[src/rtl/decode_pkg.sv]
// Shared decode constants: instruction Op field, ALU codes, E-stage control bundle and
// the block-transfer sequencer state.
package decode_pkg;

  localparam logic [1:0] OpDp  = 2'b00;
  localparam logic [1:0] OpMem = 2'b01;
  localparam logic [1:0] OpBr  = 2'b10;

  localparam logic [2:0] AluAdd = 3'b000;
  localparam logic [2:0] AluSub = 3'b001;
  localparam logic [2:0] AluAnd = 3'b010;
  localparam logic [2:0] AluOrr = 3'b011;
  localparam logic [2:0] AluEor = 3'b110;

  typedef struct packed {
    logic       regw;
    logic       memw;
    logic       memtoreg;
    logic       alusrc;
    logic       branch;
    logic       pcs;
    logic       nowrite;
    logic [2:0] alu;
    logic [1:0] flagw;
  } ectl_t;

  typedef enum logic {StIdle, StXfer} state_e;

endpackage

[src/rtl/decode_seq_if.sv]
// Decode-stage bus: instruction/hazard inputs and the registered E-stage controls.
interface decode_seq_if #(
  parameter int unsigned NREG = 16,
  parameter int unsigned OFFW = $clog2(NREG) + 2
);
  logic [31:0]             InstrD;
  logic                    ValidD;
  logic                    StallD;
  logic                    FlushD;
  logic                    FlushE;
  logic [1:0]              RegSrcD;
  logic [1:0]              ImmSrcD;
  logic                    BusyD;
  logic                    RegWE;
  logic                    MemWE;
  logic                    MemtoRegE;
  logic                    ALUSrcE;
  logic                    BranchE;
  logic                    PCSE;
  logic                    NoWriteE;
  logic [2:0]              ALUControlE;
  logic [1:0]              FlagWE;
  logic [$clog2(NREG)-1:0] UopRdE;
  logic [OFFW-1:0]         UopOffE;
  logic                    UopE;

  modport master (
    output InstrD, ValidD, StallD, FlushD, FlushE,
    input  RegSrcD, ImmSrcD, BusyD, RegWE, MemWE, MemtoRegE, ALUSrcE, BranchE, PCSE,
    input  NoWriteE, ALUControlE, FlagWE, UopRdE, UopOffE, UopE
  );

  modport slave (
    input  InstrD, ValidD, StallD, FlushD, FlushE,
    output RegSrcD, ImmSrcD, BusyD, RegWE, MemWE, MemtoRegE, ALUSrcE, BranchE, PCSE,
    output NoWriteE, ALUControlE, FlagWE, UopRdE, UopOffE, UopE
  );
endinterface

[src/rtl/reglist_pe.sv]
// Priority encoder over a block-transfer register list: lowest set index plus valid flag.
module reglist_pe #(
  parameter int unsigned NREG = 16
) (
  input  logic [NREG-1:0]         i_list,
  output logic [$clog2(NREG)-1:0] o_idx,
  output logic                    o_valid
);

  always_comb begin
    o_idx   = '0;
    o_valid = 1'b0;
    // Scan downwards so the lowest set bit is the last one written.
    for (int i = NREG - 1; i >= 0; i--) begin
      if (i_list[i]) begin
        o_idx   = ($clog2(NREG))'(i);
        o_valid = 1'b1;
      end
    end
  end

endmodule

[src/rtl/decode_seq.sv]
// Decode stage with E pipeline register and an optional LDM/STM micro-op sequencer,
// enabled by defining DECODE_BLOCKXFER_EN.
module decode_seq
  import decode_pkg::*;
#(
  parameter int unsigned NREG = 16,
  parameter int unsigned OFFW = $clog2(NREG) + 2
) (
  input logic        clk,
  input logic        reset,
  decode_seq_if.slave bus
);

  localparam int unsigned RdW = $clog2(NREG);

  logic [1:0]     w_op;
  logic [5:0]     w_funct;
  logic [3:0]     w_rd;
  ectl_t          w_dec;
  logic [1:0]     w_dec_regsrc;
  logic [1:0]     w_dec_immsrc;
  logic           w_aluop;
  logic           w_arith;
  ectl_t          w_ectl;
  logic           w_uop;
  logic           w_uop_pcs;
  logic           w_busy;
  logic           w_unused_instr;
  ectl_t          r_e;

  assign w_op    = bus.InstrD[27:26];
  assign w_funct = bus.InstrD[25:20];
  assign w_rd    = bus.InstrD[15:12];
  assign w_unused_instr = ^{bus.InstrD[31:28], bus.InstrD[19:16], bus.InstrD[11:0]};

  always_comb begin
    w_dec        = '0;
    w_dec.alu    = AluAdd;
    w_dec_regsrc = 2'b00;
    w_dec_immsrc = 2'b00;
    w_aluop      = 1'b0;
    w_arith      = 1'b0;
    case (w_op)
      OpDp: begin
        w_dec.regw   = 1'b1;
        w_dec.alusrc = w_funct[5];
        w_aluop      = 1'b1;
      end
      OpMem: begin
        w_dec.alusrc = 1'b1;
        w_dec_immsrc = 2'b01;
        if (w_funct[0]) begin
          w_dec.regw     = 1'b1;
          w_dec.memtoreg = 1'b1;
        end else begin
          w_dec.memw   = 1'b1;
          w_dec_regsrc = 2'b10;
        end
      end
      OpBr: begin
        if (w_funct[5]) begin
          w_dec.branch = 1'b1;
          w_dec.alusrc = 1'b1;
          w_dec_immsrc = 2'b10;
          w_dec_regsrc = 2'b01;
        end
      end
      default: ;
    endcase
    if (w_aluop) begin
      case (w_funct[4:1])
        4'b0100: begin w_dec.alu = AluAdd; w_arith = 1'b1; end
        4'b0010: begin w_dec.alu = AluSub; w_arith = 1'b1; end
        4'b0000: w_dec.alu = AluAnd;
        4'b1100: w_dec.alu = AluOrr;
        4'b0001: w_dec.alu = AluEor;
        4'b1010: begin w_dec.alu = AluSub; w_arith = 1'b1; w_dec.nowrite = 1'b1; end
        4'b1011: begin w_dec.alu = AluAdd; w_arith = 1'b1; w_dec.nowrite = 1'b1; end
        4'b1000: begin w_dec.alu = AluAnd; w_dec.nowrite = 1'b1; end
        4'b1001: begin w_dec.alu = AluEor; w_dec.nowrite = 1'b1; end
        default: ;
      endcase
      w_dec.flagw = {w_funct[0], w_funct[0] & w_arith};
      if (w_dec.nowrite) w_dec.regw = 1'b0;
    end
    w_dec.pcs = ((w_rd == 4'd15) && w_dec.regw) || w_dec.branch;
  end

`ifdef DECODE_BLOCKXFER_EN
  state_e          r_state;
  logic [NREG-1:0] r_rem;
  logic [RdW-1:0]  r_k;
  logic            r_uop;
  logic [RdW-1:0]  r_rd;
  logic [OFFW-1:0] r_off;
  logic [NREG-1:0] w_list;
  logic [NREG-1:0] w_rest;
  logic [RdW-1:0]  w_idx;
  logic            w_any;
  logic            w_seq;
  logic [OFFW-1:0] w_off;

  // While sequencing, the held InstrD list is superseded by the remaining list.
  assign w_list = (r_state == StXfer) ? r_rem : bus.InstrD[NREG-1:0];

  reglist_pe #(
    .NREG (NREG)
  ) u_pe (
    .i_list  (w_list),
    .o_idx   (w_idx),
    .o_valid (w_any)
  );

  assign w_rest    = w_list & ~(NREG'(1) << w_idx);
  assign w_seq     = (r_state == StXfer) ||
                     (bus.ValidD && (w_op == OpBr) && !w_funct[5]);
  assign w_uop     = w_seq && w_any;
  assign w_busy    = w_uop && (w_rest != '0);
  assign w_off     = OFFW'({r_k, 2'b00});
  assign w_uop_pcs = (32'(w_idx) == 32'd15);

  always_ff @(posedge clk or negedge reset) begin
    if (!reset) begin
      r_state <= StIdle;
      r_rem   <= '0;
      r_k     <= '0;
    end else if (bus.FlushD) begin
      r_state <= StIdle;
      r_rem   <= '0;
      r_k     <= '0;
    end else if (!bus.StallD) begin
      if (w_busy) begin
        r_state <= StXfer;
        r_rem   <= w_rest;
        r_k     <= r_k + RdW'(1);
      end else begin
        r_state <= StIdle;
        r_rem   <= '0;
        r_k     <= '0;
      end
    end
  end

  always_ff @(posedge clk or negedge reset) begin
    if (!reset) begin
      r_uop <= 1'b0;
      r_rd  <= '0;
      r_off <= '0;
    end else if (bus.FlushE) begin
      r_uop <= 1'b0;
      r_rd  <= '0;
      r_off <= '0;
    end else if (!bus.StallD) begin
      r_uop <= w_uop;
      r_rd  <= w_uop ? w_idx : '0;
      r_off <= w_uop ? w_off : '0;
    end
  end

  assign bus.UopE    = r_uop;
  assign bus.UopRdE  = r_rd;
  assign bus.UopOffE = r_off;
`else
  assign w_uop       = 1'b0;
  assign w_uop_pcs   = 1'b0;
  assign w_busy      = 1'b0;
  assign bus.UopE    = 1'b0;
  assign bus.UopRdE  = '0;
  assign bus.UopOffE = '0;
`endif

  always_comb begin
    w_ectl      = bus.ValidD ? w_dec : '0;
    bus.RegSrcD = w_dec_regsrc;
    bus.ImmSrcD = w_dec_immsrc;
    if (w_uop) begin
      w_ectl          = '0;
      w_ectl.alu      = AluAdd;
      w_ectl.alusrc   = 1'b1;
      w_ectl.regw     = w_funct[0];
      w_ectl.memtoreg = w_funct[0];
      w_ectl.memw     = !w_funct[0];
      w_ectl.pcs      = w_funct[0] && w_uop_pcs;
      bus.RegSrcD     = w_funct[0] ? 2'b00 : 2'b10;
      bus.ImmSrcD     = 2'b01;
    end
  end

  always_ff @(posedge clk or negedge reset) begin
    if (!reset) begin
      r_e <= '0;
    end else if (bus.FlushE) begin
      r_e <= '0;
    end else if (!bus.StallD) begin
      r_e <= w_ectl;
    end
  end

  // Gated by reset so Fetch is never told to hold while the core is in reset.
  assign bus.BusyD       = reset & w_busy;
  assign bus.RegWE       = r_e.regw;
  assign bus.MemWE       = r_e.memw;
  assign bus.MemtoRegE   = r_e.memtoreg;
  assign bus.ALUSrcE     = r_e.alusrc;
  assign bus.BranchE     = r_e.branch;
  assign bus.PCSE        = r_e.pcs;
  assign bus.NoWriteE    = r_e.nowrite;
  assign bus.ALUControlE = r_e.alu;
  assign bus.FlagWE      = r_e.flagw;

endmodule

[src/flat_wrapper.sv]
// flat-port wrapper written by rule: the top's interface ports become plain ports
module decode_seq_flat import decode_pkg::*;
#(
  parameter int unsigned NREG = 16,
  parameter int unsigned OFFW = $clog2(NREG) + 2
)
  (clk, reset, bus_InstrD, bus_ValidD, bus_StallD, bus_FlushD, bus_FlushE, bus_RegSrcD, bus_ImmSrcD, bus_BusyD, bus_RegWE, bus_MemWE, bus_MemtoRegE, bus_ALUSrcE, bus_BranchE, bus_PCSE, bus_NoWriteE, bus_ALUControlE, bus_FlagWE, bus_UopRdE, bus_UopOffE, bus_UopE);
  decode_seq_if #(.NREG(NREG), .OFFW(OFFW)) bus_i ();
  input logic clk;
  input logic reset;
  input wire logic [$bits(bus_i.InstrD)-1:0] bus_InstrD;
  input wire logic [$bits(bus_i.ValidD)-1:0] bus_ValidD;
  input wire logic [$bits(bus_i.StallD)-1:0] bus_StallD;
  input wire logic [$bits(bus_i.FlushD)-1:0] bus_FlushD;
  input wire logic [$bits(bus_i.FlushE)-1:0] bus_FlushE;
  output wire logic [$bits(bus_i.RegSrcD)-1:0] bus_RegSrcD;
  output wire logic [$bits(bus_i.ImmSrcD)-1:0] bus_ImmSrcD;
  output wire logic [$bits(bus_i.BusyD)-1:0] bus_BusyD;
  output wire logic [$bits(bus_i.RegWE)-1:0] bus_RegWE;
  output wire logic [$bits(bus_i.MemWE)-1:0] bus_MemWE;
  output wire logic [$bits(bus_i.MemtoRegE)-1:0] bus_MemtoRegE;
  output wire logic [$bits(bus_i.ALUSrcE)-1:0] bus_ALUSrcE;
  output wire logic [$bits(bus_i.BranchE)-1:0] bus_BranchE;
  output wire logic [$bits(bus_i.PCSE)-1:0] bus_PCSE;
  output wire logic [$bits(bus_i.NoWriteE)-1:0] bus_NoWriteE;
  output wire logic [$bits(bus_i.ALUControlE)-1:0] bus_ALUControlE;
  output wire logic [$bits(bus_i.FlagWE)-1:0] bus_FlagWE;
  output wire logic [$bits(bus_i.UopRdE)-1:0] bus_UopRdE;
  output wire logic [$bits(bus_i.UopOffE)-1:0] bus_UopOffE;
  output wire logic [$bits(bus_i.UopE)-1:0] bus_UopE;
  assign bus_i.InstrD = bus_InstrD;
  assign bus_i.ValidD = bus_ValidD;
  assign bus_i.StallD = bus_StallD;
  assign bus_i.FlushD = bus_FlushD;
  assign bus_i.FlushE = bus_FlushE;
  assign bus_RegSrcD = bus_i.RegSrcD;
  assign bus_ImmSrcD = bus_i.ImmSrcD;
  assign bus_BusyD = bus_i.BusyD;
  assign bus_RegWE = bus_i.RegWE;
  assign bus_MemWE = bus_i.MemWE;
  assign bus_MemtoRegE = bus_i.MemtoRegE;
  assign bus_ALUSrcE = bus_i.ALUSrcE;
  assign bus_BranchE = bus_i.BranchE;
  assign bus_PCSE = bus_i.PCSE;
  assign bus_NoWriteE = bus_i.NoWriteE;
  assign bus_ALUControlE = bus_i.ALUControlE;
  assign bus_FlagWE = bus_i.FlagWE;
  assign bus_UopRdE = bus_i.UopRdE;
  assign bus_UopOffE = bus_i.UopOffE;
  assign bus_UopE = bus_i.UopE;
  decode_seq #(.NREG(NREG), .OFFW(OFFW)) u_core (.clk(clk), .reset(reset), .bus(bus_i));
endmodule
[config.mk]
export PLATFORM = sky130hd
export DESIGN_NAME = decode_seq_flat
export DESIGN_NICKNAME = d
export VERILOG_FILES = /design/src/rtl/decode_pkg.sv /design/src/rtl/decode_seq_if.sv /design/src/rtl/reglist_pe.sv /design/src/rtl/decode_seq.sv /design/src/flat_wrapper.sv
export SDC_FILE = /design/constraint.sdc
export NUM_CORES = 1
export LEC_CHECK = 0
export BUFFER_PORTS_ARGS = -buffer_cell sky130_fd_sc_hd__buf_2
export CAP_MARGIN = 15
export CORE_MARGIN = 5
export CORE_UTILIZATION = 40
export DETAILED_ROUTE_END_ITERATION = 10
export PLACE_DENSITY = 0.8
export SYNTH_ARGS = -nofsm -noshare
export SYNTH_HDL_FRONTEND = slang
export SYNTH_HIERARCHICAL = 1
export SYNTH_SLANG_ARGS = --single-unit
[constraint.sdc]
create_clock -name clk -period 1.45 [get_ports clk]
set_input_delay 0.29 -clock clk [delete_from_list [all_inputs] [get_ports clk]]
set_output_delay 0.29 -clock clk [all_outputs]
set_load 0.1 [all_outputs]
==> results of run 1 <==
==> final cells by class <==
class	instances	area, µm²
multi-input cells	62	405.4
clock buffers	4	36.28
well taps	27	33.78
flip-flops and latches	12	300.3
fillers	179	862.1
repair buffers	34	240.2
inverters	5	23.77
==> worst register-to-register path, stage by stage, from the launching register on <==
cell                      delay, ns
sky130_fd_sc_hd__dfrtp_1       0.38
sky130_fd_sc_hd__a32oi_1       0.17
sky130_fd_sc_hd__o22ai_1       0.11
==> final timing paths <==
check	slack [ns]	to	startpoint
max in group asynchronous	0.80	u_core/bus.ALUControlE[1]$_DFFE_PN0P_	reset
min reg2reg	0.47	u_core/bus.FlagWE[1]$_DFFE_PN0P_	u_core/bus.FlagWE[1]$_DFFE_PN0P_
min in group asynchronous	0.43	u_core/bus.FlagWE[0]$_DFFE_PN0P_	reset
max reg2reg	0.67	u_core/bus.PCSE$_DFFE_PN0P_	u_core/bus.PCSE$_DFFE_PN0P_
max	0.04	bus_ImmSrcD[1]	bus_InstrD[26]
min	0.27	u_core/bus.ALUControlE[0]$_DFFE_PN0P_	bus_InstrD[21]
==> metal layers <==
layer  up-vias  GRT usage (%)  wire, µm
met5         -              0         0
met4         0          4.149        19
met3         2          3.047       107
met2        23          21.98       906
met1       327          16.41       678
li1        339              -         -
==> stage by stage <==
stage / worst slack [ns] / instance area, µm²
floorplan: 0.001755 / 859.6
global placement: 0.04694 / 991.0
detailed placement: 0.03083 / 991.0
CTS: 0.02977 / 1037
global route: 0.01517 / 1040
finish: 0.04278 / 1040
==> layout by cell type (no fill, tap or decap), types with 2 or more instances in the layout <==
cell type / synthesis / final
sky130_fd_sc_hd__a21oi_1: 4 / 4
sky130_fd_sc_hd__o21ai_0: 4 / 4
sky130_fd_sc_hd__and3b_1: 3 / 3
sky130_fd_sc_hd__inv_1: 4 / 2
sky130_fd_sc_hd__inv_4: 0 / 2
sky130_fd_sc_hd__ha_1: 4 / 3
sky130_fd_sc_hd__buf_12: 0 / 4
sky130_fd_sc_hd__nor2b_1: 5 / 4
sky130_fd_sc_hd__nand2_1: 8 / 8
sky130_fd_sc_hd__a32oi_1: 3 / 3
sky130_fd_sc_hd__nor2_1: 5 / 5
sky130_fd_sc_hd__dfrtp_1: 12 / 12
sky130_fd_sc_hd__nand4b_1: 2 / 2
sky130_fd_sc_hd__conb_1: 1 / 12
sky130_fd_sc_hd__clkbuf_4: 0 / 4
sky130_fd_sc_hd__buf_2: 1 / 27
==> flip-flops by register name, indices dropped and copies added (netlist names) <==
signal                  count
u_core/bus.NoWriteE         1
u_core/bus.BranchE          1
u_core/bus.MemWE            1
u_core/bus.ALUSrcE          1
u_core/bus.FlagWE           2
u_core/bus.MemtoRegE        1
u_core/bus.RegWE            1
u_core/bus.ALUControlE      3
u_core/bus.PCSE             1
==> power by group <==
part / switching, mW / internal, mW
sequential: 0.00232 / 0.339
combinational: 0.268 / 0.0664
clock: 0.109 / 0.152
==> timing repair <==
action	CTS	global route
hold endpoints to repair	12	0
hold buffers	1	0
gates resized for setup	0	1
endpoints found under the setup margin	0	1
buffers inserted	0	0
==> logic make-up after synthesis <==
group,count (synthesis),share of synthesized area (%)
adders and majority gates,4,6.452
other,1,0.4834
DFF,12,38.71
AOI/OAI and AO/OA,17,14.84
buffers and inverters,21,17.58
and+or+nand+nor,29,21.94
==> run summary, run 1 <==
### Floorplan
* Initial Util: 40.79%
* die span in y: 54.04 µm
* full die area: 2920 µm²
* total I/O pin count: 66
* number of placement rows: 16
* Placeable Area: 1902 µm²
* horizontal extent of the die: 54.04 µm

### Finish
* growth of design area from synthesis to finish: 34.03%
* Final nets: 160
* non-filler instance count after layout: 144
* antenna fix cells: 0
* share of cells above drive strength 1: 36.75%
* final design utilization: 54.67%

### Logic synthesis
* number of flops mapped to enable cells by yosys: 0
* synth unique cells: 29
* area share of the leading cell type in the synthesized netlist: 38.71%
* Post-synth ARST share: 100.0%
* synth cell count leaders: sky130_fd_sc_hd__buf_4 (13), sky130_fd_sc_hd__dfrtp_1 (12), sky130_fd_sc_hd__nand2_1 (8)
* mean area per synthesized cell: 9.235 µm²
* synthesis-stage register bit count: 12
* Warnings, synthesis: 6
* register area share after synthesis: 38.71%
* number of instances in the synthesized netlist: 84
* top cells by area in the synthesized netlist: sky130_fd_sc_hd__dfrtp_1 (39%), sky130_fd_sc_hd__buf_4 (13%), sky130_fd_sc_hd__ha_1 (6.5%)
* post-synthesis instance area: 775.7 µm²
* largest area contributor in the synthesized netlist: sky130_fd_sc_hd__dfrtp_1
* cell with the most instances after synthesis: sky130_fd_sc_hd__buf_4
* ys flop type: sky130_fd_sc_hd__dfrtp_1

### Drt
* total detailed-routing wirelength: 1712 µm
* DRC violations left: 0
* wire length per cell: 11.89 µm
* initial DRC count: 8
* drt first pass iters: 4
* count of nets left with antenna violations after detail routing: 0
* average vias per placed instance: 4.799
* routed vias: 691

### Global routing
* Global Route Usage Sum: 13.07%
* global-route wire length before repair: 2842 µm
* antenna violations before repair: 0
* maximum number of pins on one net before global-route repair: 13
* total gr overflow: 0
* vias in the first global route: 651

### Worst setup path
* CP delay by family, top: buffers and inverters
* worst path required time: 1.16 ns
* Bufs and invs on worst path: 3
* Worst Setup Path Type: primary input to primary output
* worst r2r path cells: 2
* Crit. End Element: primary output
* WP depth: 5
* worst-path cell chain: clkbuf_4 > inv_4 > ha_4 > and3_4 > buf_12
* delay of the slowest cell on the worst path: 0.25 ns
* largest fanout on the critical path: 5
* cell type of the slowest stage on the worst timing path: sky130_fd_sc_hd__ha_4
* worst path arrival time: 1.12 ns
* kind of launch point of the worst setup path: primary input

### STA
* worst slack on hold paths: 0.2719 ns
* Layout Skew: 0 ns
* sum of negative setup slack: 0 ns
* post-layout minimum cycle time: 1.407 ns
* Slew Viols, Final: 0
* number of hold-slack violations in the final timing report: 0
* setup repair after global routing missed its margin: false
* count of final setup violators: 0
* final period utilization: 97.05%
* Achievable Freq: 710.6 MHz

### Clocking
* clock latency reported for the late side of the worst-skew pair: 0.26 ns
* CTS root buf: sky130_fd_sc_hd__clkbuf_4
* Clk pin slew, worst setup/hold paths: 0.07 ns
* H-tree depth: 1
* CTS tree: built
* clock buffers created by TritonCTS: 3
* Max clock buf depth: 2
* clock sink total: 12

### Hold path
* Worst Hold Class: primary input to flop
* hold path depth: 2

### Place
* global placer's final weighted congestion: 0.7278
* post-detail-place hpwl: 1392 µm
* number of cells after detailed placement: 139
* quantity of I/O buffers inserted on ports: 32

### Status
* status: finished, final reports clean

### Flow run
* maximum capacitance violations: 0

### Power
* Leak: 0.5443 nW
* peak supply drop: 0.4393 mV
* PnR Total Power: 0.9377 mW
* power density over the cells: 901.9 nW/µm²

No activity file was read; power rests on OpenSTA's default activity.
==> run 2: changes to the inputs <==
- CORE_UTILIZATION: 40 -> 42
- CTS_BUF_LIST: not set -> sky130_fd_sc_hd__clkbuf_8
- PLACE_DENSITY: 0.8 -> 0.84
==> run 2 against run 1 <==
Against the previous run:
- sequential power barely moved
- power rose by 11%
- cell count fell by 1.4%
- utilization rose by 5.7 points
- combinational power barely moved
- worst hold slack improved by 0.038 ns
- cell area rose by 1.3%
- critical path depth did not move
- largest cell class unchanged
- largest power group is now clock
- highest routed layer unchanged
==> run summary, run 2 (synthesized netlist as in run 1, its figures left out) <==
### Status
* status: finished, final reports clean

### Clocking
* CTS root buf: sky130_fd_sc_hd__clkbuf_8
* Clk pin slew, worst setup/hold paths: 0.05 ns
* CTS tree: built
* Gates resized, CTS repair: 0
* post-CTS setup repair buffer count: 0
* clock sink total: 12
* clock latency reported for the late side of the worst-skew pair: 0.24 ns
* Max clock buf depth: 2
* hold buffer count at cts: 1
* H-tree depth: 1
* clock buffers created by TritonCTS: 3

### Drt
* initial DRC count: 33
* average vias per placed instance: 4.810
* routed vias: 683
* total detailed-routing wirelength: 1767 µm
* wire length per cell: 12.44 µm
* drt first pass iters: 4
* DRC violations left: 0
* count of nets left with antenna violations after detail routing: 0

### STA
* Layout Skew: 0 ns
* Achievable Freq: 703.6 MHz
* Slew Viols, Final: 0
* final period utilization: 98.02%
* setup repair after global routing missed its margin: false
* post-layout minimum cycle time: 1.421 ns
* sum of negative setup slack: 0 ns
* number of hold-slack violations in the final timing report: 0
* count of final setup violators: 0

### Floorplan
* horizontal extent of the die: 52.98 µm
* full die area: 2806 µm²
* number of placement rows: 15
* die span in y: 52.98 µm
* Initial Util: 44.44%
* total I/O pin count: 66
* Placeable Area: 1745 µm²

### Worst setup path
* Worst Setup Path Type: primary input to primary output
* start point of the critical path: bus_InstrD[26]
* largest fanout on the critical path: 5
* Crit Reg-Reg Startpoint: u_core/bus.PCSE$_DFFE_PN0P_
* kind of launch point of the worst setup path: primary input
* Crit. End Element: primary output
* worst path arrival time: 1.13 ns
* worst path required time: 1.16 ns

### Finish
* growth of design area from synthesis to finish: 35.81%
* number of flip-flops under the largest register name: 3
* combined flip-flop and latch cell area: 300.3 µm²
* share of cells above drive strength 1: 36.75%
* area occupied by multi-input gates: 405.4 µm²
* most frequent cells in the layout: sky130_fd_sc_hd__buf_2 (28), sky130_fd_sc_hd__conb_1 (12), sky130_fd_sc_hd__dfrtp_1 (12), sky130_fd_sc_hd__nand2_1 (8), sky130_fd_sc_hd__nor2_1 (5)
* most common library cell in the layout ignoring fill and taps: sky130_fd_sc_hd__buf_2
* Design Area, Final: 1054 µm²
* Final nets: 160
* number of fillers in the final layout: 149
* antenna fix cells: 0
* final design utilization: 60.36%

### Place
* area of placed instances: 988.4 µm²
* global placer's final weighted congestion: 0.7479
* post-detail-place hpwl: 1417 µm
* quantity of I/O buffers inserted on ports: 32

### Global routing
* antenna violations before repair: 0
* total gr overflow: 0
* vias in the first global route: 681
* global-route wire length before repair: 2918 µm
* maximum number of pins on one net before global-route repair: 13
* Global Route Usage Sum: 13.79%

### Power
* peak supply drop: 0.5172 mV
* Leak: 0.5514 nW
* power density over the cells: 985.2 nW/µm²

### Hold path
* min-delay src: bus_InstrD[21]
* Worst Hold Class: primary input to flop

### Flow run
* maximum capacitance violations: 0

[run 2: changes by cell type in the layout (fill, tap and decap cells not counted), sizes merged]
cell / change
buf: +1
clkbuf: -1
[run 2: worst paths after layout]
path,to,slack [ns],cells after the start
max in group asynchronous,u_core/bus.PCSE$_DFFE_PN0P_,0.79,2
hold reg to reg,u_core/bus.FlagWE[1]$_DFFE_PN0P_,0.47,2
setup reg to reg,u_core/bus.PCSE$_DFFE_PN0P_,0.66,2
setup / recovery,bus_ImmSrcD[1],0.03,5
hold / removal,u_core/bus.ALUControlE[0]$_DFFE_PN0P_,0.31,2
min in group asynchronous,u_core/bus.ALUControlE[0]$_DFFE_PN0P_,0.46,2
[run 2: stage by stage]
| step | setup slack [ns] | hold WS [ns] | instances | power [mW] |
|---|---|---|---|---|
| 2_1_floorplan | 0.001755 | -0.005591 | 95 | 0.6343 |
| 3_3_place_gp | 0.04595 | 0.1716 | 137 | 0.6738 |
| 3_5_place_dp | 0.02790 | 0.1777 | 137 | 0.6787 |
| 4_1_cts | 0.03053 | 0.2988 | 142 | 1.042 |
| 5_1_grt | 0.005103 | 0.3256 | 142 | 1.070 |
| 6_report | 0.02865 | 0.3099 | 142 | 1.038 |
[run 2: power by group]
group / internal [mW] / total, mW / switching [mW]
logic: 0.0661 / 0.335 / 0.269
clock network: 0.240 / 0.360 / 0.120
registers: 0.340 / 0.342 / 0.00239
[run 2: area by class of cell]
cell class,count,share of cell area (%)
clock buffers,4,5.226
multi-input cells,62,38.48
inverters,5,2.257
well taps,25,2.969
repair buffers,34,22.57
flip-flops and latches,12,28.50
[run 2: critical path, stage by stage]
cell and delay [ns]:
sky130_fd_sc_hd__buf_2 0.14, sky130_fd_sc_hd__inv_4 0.05, sky130_fd_sc_hd__ha_4 0.25, sky130_fd_sc_hd__and3_4 0.21
sky130_fd_sc_hd__buf_12 0.18
[run 2: metal layers]
layer  vias to the layer above  GRT usage (%)  routed length [µm]
met5                         -              0                   0
met4                         0          6.383                  23
met1                       310          17.25                 713
li1                        336              -                   -
met2                        33          23.76                 891
met3                         4          1.127                 138
